`config.mk`:
```
export PLATFORM = sky130hd
export DESIGN_NAME = shift_unit_arbiter
export DESIGN_NICKNAME = d
export VERILOG_FILES = /design/src/rtl/shift_unit_arbiter.sv
export SDC_FILE = /design/constraint.sdc
export NUM_CORES = 1
export LEC_CHECK = 0
export ABC_AREA = 1
export CAP_MARGIN = 20
export CORE_MARGIN = 3
export CORE_UTILIZATION = 40
export CTS_CLUSTER_SIZE = 40
export DETAILED_ROUTE_END_ITERATION = 8
export PLACE_DENSITY = 0.7
export REMOVE_ABC_BUFFERS = 1
export SYNTH_ARGS = -nofsm -noshare
export SYNTH_HDL_FRONTEND = slang
export SYNTH_SLANG_ARGS = --single-unit
```
`constraint.sdc`:
```
create_clock -name clk_i -period 9 [get_ports clk_i]
set_clock_uncertainty 0.1 [all_clocks]
set_input_delay 1.8 -clock clk_i [delete_from_list [all_inputs] [get_ports clk_i]]
set_output_delay 1.8 -clock clk_i [all_outputs]
set_load 0.03 [all_outputs]
```
`src/rtl/shift_unit_arbiter.sv`:
```
// Two-port valid/ready arbiter sharing one 64-bit shifter for RV32 SLL/SRL/SRA.
// Stage 1 registers the granted request; stage 2 registers the low 32 result bits with tag/source.
module shift_unit_arbiter #(
  parameter int unsigned TAG_W = 4,
  parameter int unsigned RR_EN = 1
) (
  input  logic               clk_i,
  input  logic               rst_i,
  input  logic [1:0]         req_valid_i,
  output logic [1:0]         req_ready_o,
  input  logic [3:0]         req_op_i,
  input  logic [63:0]        req_operand_i,
  input  logic [9:0]         req_shamt_i,
  input  logic [2*TAG_W-1:0] req_tag_i,
  output logic               resp_valid_o,
  input  logic               resp_ready_i,
  output logic [31:0]        resp_data_o,
  output logic [TAG_W-1:0]   resp_tag_o,
  output logic               resp_src_o,
  output logic               resp_err_o
);

  localparam logic [1:0] OP_SRL = 2'b00;
  localparam logic [1:0] OP_SLL = 2'b01;
  localparam logic [1:0] OP_SRA = 2'b10;
  localparam logic [1:0] OP_RSV = 2'b11;

  // Shared shifter; the reserved mode passes data through untouched.
  function automatic logic [63:0] shifter_64bit(
    input logic [63:0] data_in,
    input logic [63:0] shift_amount,
    input logic [1:0]  mode
  );
    logic        ovf;
    logic [5:0]  amt;
    logic [63:0] res;
    ovf = |shift_amount[63:6];
    amt = shift_amount[5:0];
    case (mode)
      OP_SRL:  res = ovf ? 64'd0 : (data_in >> amt);
      OP_SLL:  res = ovf ? 64'd0 : (data_in << amt);
      OP_SRA:  res = ovf ? {64{data_in[63]}} : ($signed(data_in) >>> amt);
      OP_RSV:  res = data_in;
      default: res = data_in;
    endcase
    return res;
  endfunction

  logic              adv1_s;
  logic              adv2_s;
  logic [1:0]        grant_s;
  logic              accept_s;
  logic              sel_src_s;
  logic [1:0]        sel_op_s;
  logic [31:0]       sel_operand_s;
  logic [4:0]        sel_shamt_s;
  logic [TAG_W-1:0]  sel_tag_s;

  logic              rr_ptr_q,     rr_ptr_d;
  logic              s1_valid_q,   s1_valid_d;
  logic [1:0]        s1_op_q,      s1_op_d;
  logic [31:0]       s1_operand_q, s1_operand_d;
  logic [4:0]        s1_shamt_q,   s1_shamt_d;
  logic [TAG_W-1:0]  s1_tag_q,     s1_tag_d;
  logic              s1_src_q,     s1_src_d;

  logic              resp_valid_q, resp_valid_d;
  logic [31:0]       resp_data_q,  resp_data_d;
  logic [TAG_W-1:0]  resp_tag_q,   resp_tag_d;
  logic              resp_src_q,   resp_src_d;
  logic              resp_err_q,   resp_err_d;

  logic              sign_s;
  logic [63:0]       shift_in_s;
  logic [63:0]       shift_out_s;
  logic              unused_hi_s;

  assign adv2_s = ~resp_valid_q | resp_ready_i;
  assign adv1_s = ~s1_valid_q | adv2_s;

  // Grant: favoured port first (round-robin) or port 0 first (fixed priority).
  always_comb begin
    grant_s = 2'b00;
    if ((RR_EN != 32'd0) && rr_ptr_q) begin
      if (req_valid_i[1]) begin
        grant_s = 2'b10;
      end else if (req_valid_i[0]) begin
        grant_s = 2'b01;
      end else begin
        grant_s = 2'b00;
      end
    end else begin
      if (req_valid_i[0]) begin
        grant_s = 2'b01;
      end else if (req_valid_i[1]) begin
        grant_s = 2'b10;
      end else begin
        grant_s = 2'b00;
      end
    end
  end

  assign req_ready_o   = grant_s & {2{adv1_s & ~rst_i}};
  assign accept_s      = |(req_valid_i & req_ready_o);
  assign sel_src_s     = grant_s[1];
  assign sel_op_s      = sel_src_s ? req_op_i[3:2]       : req_op_i[1:0];
  assign sel_operand_s = sel_src_s ? req_operand_i[63:32] : req_operand_i[31:0];
  assign sel_shamt_s   = sel_src_s ? req_shamt_i[9:5]    : req_shamt_i[4:0];
  assign sel_tag_s     = sel_src_s ? req_tag_i[2*TAG_W-1:TAG_W] : req_tag_i[TAG_W-1:0];

  // Round-robin pointer moves to the port that lost the accepted grant.
  always_comb begin
    rr_ptr_d = rr_ptr_q;
    if (accept_s && (RR_EN != 32'd0)) begin
      rr_ptr_d = ~sel_src_s;
    end else begin
      rr_ptr_d = rr_ptr_q;
    end
  end

  // Stage 1 next state: load the winner when the stage can advance.
  always_comb begin
    s1_valid_d   = s1_valid_q;
    s1_op_d      = s1_op_q;
    s1_operand_d = s1_operand_q;
    s1_shamt_d   = s1_shamt_q;
    s1_tag_d     = s1_tag_q;
    s1_src_d     = s1_src_q;
    if (adv1_s) begin
      s1_valid_d = accept_s;
      if (accept_s) begin
        s1_op_d      = sel_op_s;
        s1_operand_d = sel_operand_s;
        s1_shamt_d   = sel_shamt_s;
        s1_tag_d     = sel_tag_s;
        s1_src_d     = sel_src_s;
      end else begin
        s1_op_d      = s1_op_q;
      end
    end else begin
      s1_valid_d = s1_valid_q;
    end
  end

  // SRA sign-extends the operand into the upper half; other ops zero-extend.
  assign sign_s      = (s1_op_q == OP_SRA) & s1_operand_q[31];
  assign shift_in_s  = {{32{sign_s}}, s1_operand_q};
  assign shift_out_s = shifter_64bit(shift_in_s, {59'd0, s1_shamt_q}, s1_op_q);
  assign unused_hi_s = ^shift_out_s[63:32];

  // Stage 2 next state: capture the shifter result when the consumer side advances.
  always_comb begin
    resp_valid_d = resp_valid_q;
    resp_data_d  = resp_data_q;
    resp_tag_d   = resp_tag_q;
    resp_src_d   = resp_src_q;
    resp_err_d   = resp_err_q;
    if (adv2_s) begin
      resp_valid_d = s1_valid_q;
      if (s1_valid_q) begin
        resp_data_d = shift_out_s[31:0];
        resp_tag_d  = s1_tag_q;
        resp_src_d  = s1_src_q;
        resp_err_d  = (s1_op_q == OP_RSV);
      end else begin
        resp_data_d = resp_data_q;
      end
    end else begin
      resp_valid_d = resp_valid_q;
    end
  end

  // Pipeline and arbitration state.
  always_ff @(posedge clk_i or posedge rst_i) begin
    if (rst_i) begin
      rr_ptr_q     <= 1'b0;
      s1_valid_q   <= 1'b0;
      s1_op_q      <= 2'b00;
      s1_operand_q <= 32'd0;
      s1_shamt_q   <= 5'd0;
      s1_tag_q     <= {TAG_W{1'b0}};
      s1_src_q     <= 1'b0;
      resp_valid_q <= 1'b0;
      resp_data_q  <= 32'd0;
      resp_tag_q   <= {TAG_W{1'b0}};
      resp_src_q   <= 1'b0;
      resp_err_q   <= 1'b0;
    end else begin
      rr_ptr_q     <= rr_ptr_d;
      s1_valid_q   <= s1_valid_d;
      s1_op_q      <= s1_op_d;
      s1_operand_q <= s1_operand_d;
      s1_shamt_q   <= s1_shamt_d;
      s1_tag_q     <= s1_tag_d;
      s1_src_q     <= s1_src_d;
      resp_valid_q <= resp_valid_d;
      resp_data_q  <= resp_data_d;
      resp_tag_q   <= resp_tag_d;
      resp_src_q   <= resp_src_d;
      resp_err_q   <= resp_err_d;
    end
  end

  assign resp_valid_o = resp_valid_q;
  assign resp_data_o  = resp_data_q;
  assign resp_tag_o   = resp_tag_q;
  assign resp_src_o   = resp_src_q;
  assign resp_err_o   = resp_err_q;

endmodule

```
; Word level (Yosys, flattened, before mapping)
; Cells that the tools add are included.
[totals]
register_bits = 85
elab_cells = 42
[classes]
n_eq_ne = 3
n_shift = 3
muxes = 10
n_bitwise = 10
reduce_logical = 4
[op_table]
columns = op, n
row1 = 32-bit one-hot mux with 4 select lines, 1
row2 = 64-bit by 5-bit left shift with 32-bit output, 1
row3 = 64-bit by 5-bit right shift with 32-bit output, 1
row4 = 64-bit by 5-bit >>> shifter with 32-bit output, 1
row5 = 32-bit two-way mux, 1
row6 = 2-bit two-way mux, 5
row7 = 5-bit two-way mux, 1
row8 = 2-bit bitwise AND, 2
row9 = 2-bit equality test (second input constant), 2
row10 = 4-bit two-way mux, 1
row11 = 1-bit inverter, 4
row12 = 2-bit AND reduction, 2
row13 = 1-bit bitwise AND, 2
row14 = 2-bit by 1-bit equality test with 1-bit output (second input constant), 1
row15 = 2-bit zero test, 1
row16 = 1-bit bitwise OR, 2
row17 = 2-bit OR reduction, 1
row18 = 1-bit two-way mux, 1

; Longest topological paths before layout
[logic_depth]
ltp_word = 8
depth_mapped = 13
depth_no_buf = 11

; Least setup slack after synthesis
; OpenSTA, ideal clock, no wires.
[synth_timing]
kind = in2out
start = input port rst_i
end = output port req_ready_o[1]
t_arrival_ns = 4.657
t_required_ns = 7.100
slack_ns = 2.443
stages = 4
cell_sequence = inv_1 -> o21ai_2 -> nor2_1 -> buf_2
[synth_via]
elab_chain_len = 3
[synth_lines]
columns = element, line
row1 = start: declaration, 8  ; input logic rst_i,
row2 = 1-bit inverter, 103  ; assign req_ready_o = grant_s & {2{adv1_s & ~rst_i}};
row3 = 1-bit bitwise AND, 103
row4 = 2-bit bitwise AND, 103
row5 = end: declaration, 10  ; output logic [1:0] req_ready_o,
; Every way passes these cells.

; Final worst setup path
[layout_timing]
start = input port req_valid_i[0]
end = output port req_ready_o[0]
[layout_via]
elab_chain_len = 4
word_cells_on_any_way = 5
classes_between = mux (4) / bitwise (1)
[layout_lines]
columns = element, line
row1 = start: declaration, 9  ; input logic [1:0] req_valid_i,
row2 = 1-bit two-way mux, 87  ; end else if (req_valid_i[0]) begin
row3 = 2-bit two-way mux, 85  ; if (req_valid_i[1]) begin
row4 = 2-bit two-way mux *, 84  ; if ((RR_EN != 32'd0) && rr_ptr_q) begin
row5 = 2-bit bitwise AND *, 103
; Mark *: on every way between the ends. The rest lies on a longest branch, timed or not.

==> metrics.txt <==
grt ovf=0; Max-Slew Margin vs Limit=0.211; Vias=around 8000; vias per inst=between 5 and 6; library cells used by synthesis=27; CTS Hold Bufs=0; first-pass GRT wire length=38500 um; #FFs+latches synth=85; share of layout cells above drive strength 1=0.0369; Synth-to-Final Area Change=25.4%; setup slack, reg-to-reg=5200 ps; detailed-route DRC error count=0; worst hold-check path type=reg -> reg; ANT cells=0; f_max=141 MHz; row count=47; Req. time, crit path=7100 ps; Clk pin slew, worst setup/hold paths=~70 ps; post-route ant nets=0; setup_tns=0 ps; pin count of the biggest net entering global routing=86; Routed WL=23900 um; clock tree root driver cell=clkbuf_16; Slew Limit Fails=0; cell count after synthesis=1112; HP Start=s1_tag_q[3]; CP Max Fanout=28; core footprint=0.0166 mm2; gpl congestion=between 0.9 and 1; final hold violation count=0; critical path arrival=5200 ps; RSZ-0062 raised after global routing=no; Sink Count=85; chip height=136 um; Worst Max-Slew Pin Slew=1180 ps; CP Launch Type=input pin; status=complete, no violations; R2R Path Start=rr_ptr_q; Ys Warns=0; port bufs=131; WL/cell=16.9 um; Max-Cap Viols=0; nets@finish=1279; RR Endpoint=s1_operand_q[22]; post-CTS setup buffers=0; PD cells=~320 mW/mm2; vias in the first global route=7564; CTS tree=done; Multi-input gate area=0.00422 mm2; Setup crit end kind=output pin; Critical-path top delay cell=nor3_4; worst reg2reg path depth=7; Ports=132; die area=0.0186 mm2; max incr delay on CP=930 ps; Crit Path Category=in -> out; WHS Endpoint=resp_tag_o[3]; Post-synth EDFFs=0; final non-filler cell total=1413; DP Wirelength=between 15000 and 20000 um; CTS max path bufs=2; Hold Path Stages=2; Register Area=0.00213 mm2; starting density of the core=0.410; sequential element share of the synthesized area=0.313; critical-path cell list=clkdlybuf4s50_1, inv_2, o21ai_2, inv_2, nor3_4, clkdlybuf4s50_1; Fillers=1781; Mean Syn Cell Area=between 6 and 7 um2; placed insts=1393; initial antenna violation count=0; GRT Util Overall=0.261; drt pass-1 iters=7; Worst-Skew Late Latency=around 360 ps; minimum clock period=7100 ps; Synth Cell Area=approximately 0.007 mm2; leakage=3.87 nW; cts repair resizes=0; CTS Buf Count=9; Post-synth top flop=dfrtp_1; VDD IR max=around 0.00014 V; H-tree depth=3; Tcrit/Tclk final=0.789; async set-reset flop share out of synthesis=1.00; Starting DRT DRC Count=1185; die width=approximately 140 um; Final setup viols=0
==> synth_stat cells (4+ instances only) <==
library cell	count	share of area
a21oi_1	31	0.023
dfrtp_1	85	0.31
nand2_1	323	0.18
o22ai_1	4	0.0037
inv_1	21	0.012
nand3_1	384	0.28
buf_2	25	0.018
buf_4	4	0.0044
o21ai_0	19	0.014
buf_1	17	0.0094
clkbuf_1	34	0.019
nor2_1	90	0.050
a31oi_1	22	0.020
nor3_1	4	0.0029
inv_2	5	0.0028
clkinv_1	4	0.0022
a22oi_1	25	0.028
==> placed cells by master, fill, tap and decap left out, types with 4 or more instances in the layout <==
cell / instances
a21oi_1: 31
a22oi_1: 25
a31oi_1: 22
buf_4: 10
clkbuf_16: 9
clkdlybuf4s50_1: 131
clkinv_1: 4
dfrtp_1: 85
inv_1: 20
inv_2: 5
nand2_1: 323
nand3_1: 384
nor2_1: 88
nor3_1: 4
o21ai_0: 19
o22ai_1: 4
==> flip-flops by register name (all words and copies together), names as in the netlist <==
signal        count
resp_data_o      32
s1_operand_q     32
s1_shamt_q        5
resp_tag_o        4
s1_tag_q          4
s1_op_q           2
resp_err_o        1
resp_src_o        1
resp_valid_o      1
rr_ptr_q          1
s1_src_q          1
s1_valid_q        1
==> area by class of cell <==
class | instances | share of cell area
Clock buffer | 10 | 0.0280
Clock inverter | 6 | 0.00910
Inverter | 30 | 0.0134
Multi-Input combinational cell | 917 | 0.495
Sequential cell | 85 | 0.249
Tap cell | 220 | 0.0323
Timing Repair Buffer | 145 | 0.173
==> worst max-delay path, delay by kind of cell <==
family                 cells  cell delay [ps]
and+or+nand+nor            1              930
buffers and inverters      4             1730
AOI/OAI and AO/OA          1              720
==> how the worst max path moves through the flow <==
stage	cells past startpoint	slack, ps	from	to
5_1_grt	6	1700	req_valid_i[0]	req_ready_o[0]
3_3_place_gp	6	1870	req_valid_i[0]	req_ready_o[0]
2_1_floorplan	3	1910	rst_i	req_ready_o[1]
3_5_place_dp	6	1830	req_valid_i[0]	req_ready_o[0]
4_1_cts	6	1830	req_valid_i[0]	req_ready_o[0]
6_report	6	1900	req_valid_i[0]	req_ready_o[0]
==> where the power goes <==
group	total [W]	leakage (nW)	internal, W	switching (W)
Combinational	0.00166	2.73	0.000579	0.00108
Sequential	0.000664	0.990	0.000524	0.000139
Clock	0.000398	0.154	0.000228	0.000170
Total	0.00272	3.87	0.00133	0.00139
==> per-layer routing <==
layer / track usage / share of wire / vias up
met3: 0.0492 / 0.088 / 41
met2: 0.415 / 0.47 / 380
met4: 0.0885 / 0.026 / 0
li1: - / - / 3970
met1: 0.357 / 0.42 / 3743
met5: 0 / 0 / -
==> kinds of logic (layout without fill, tap and decap cells) <==
group | after synthesis | count (layout) | share of synthesized area
DFF | 85 | 85 | 0.313
and+or+nand+nor | 806 | 806 | 0.520
buffers and inverters | 110 | 191 | 0.0675
AOI/OAI and AO/OA | 111 | 111 | 0.0994
==> stage by stage <==
| stage | setup WS, ps | util | total power [W] | instance area (um2) | hold slack, ps |
|---|---|---|---|---|---|
| 6_report | 1900 | 0.514 | 0.00272 | 8530 | 379 |
| 5_1_grt | 1700 | 0.514 | 0.00294 | 8530 | 415 |
| 4_1_cts | 1830 | 0.509 | 0.00269 | 8440 | 386 |
| 3_5_place_dp | 1830 | 0.490 | 0.00228 | 8120 | 371 |
| 3_3_place_gp | 1870 | 0.490 | 0.00227 | 8120 | 363 |
| 2_1_floorplan | 1910 | - | 0.00172 | 6450 | 343 |
Note: power is estimated with default switching activity, not from simulation.
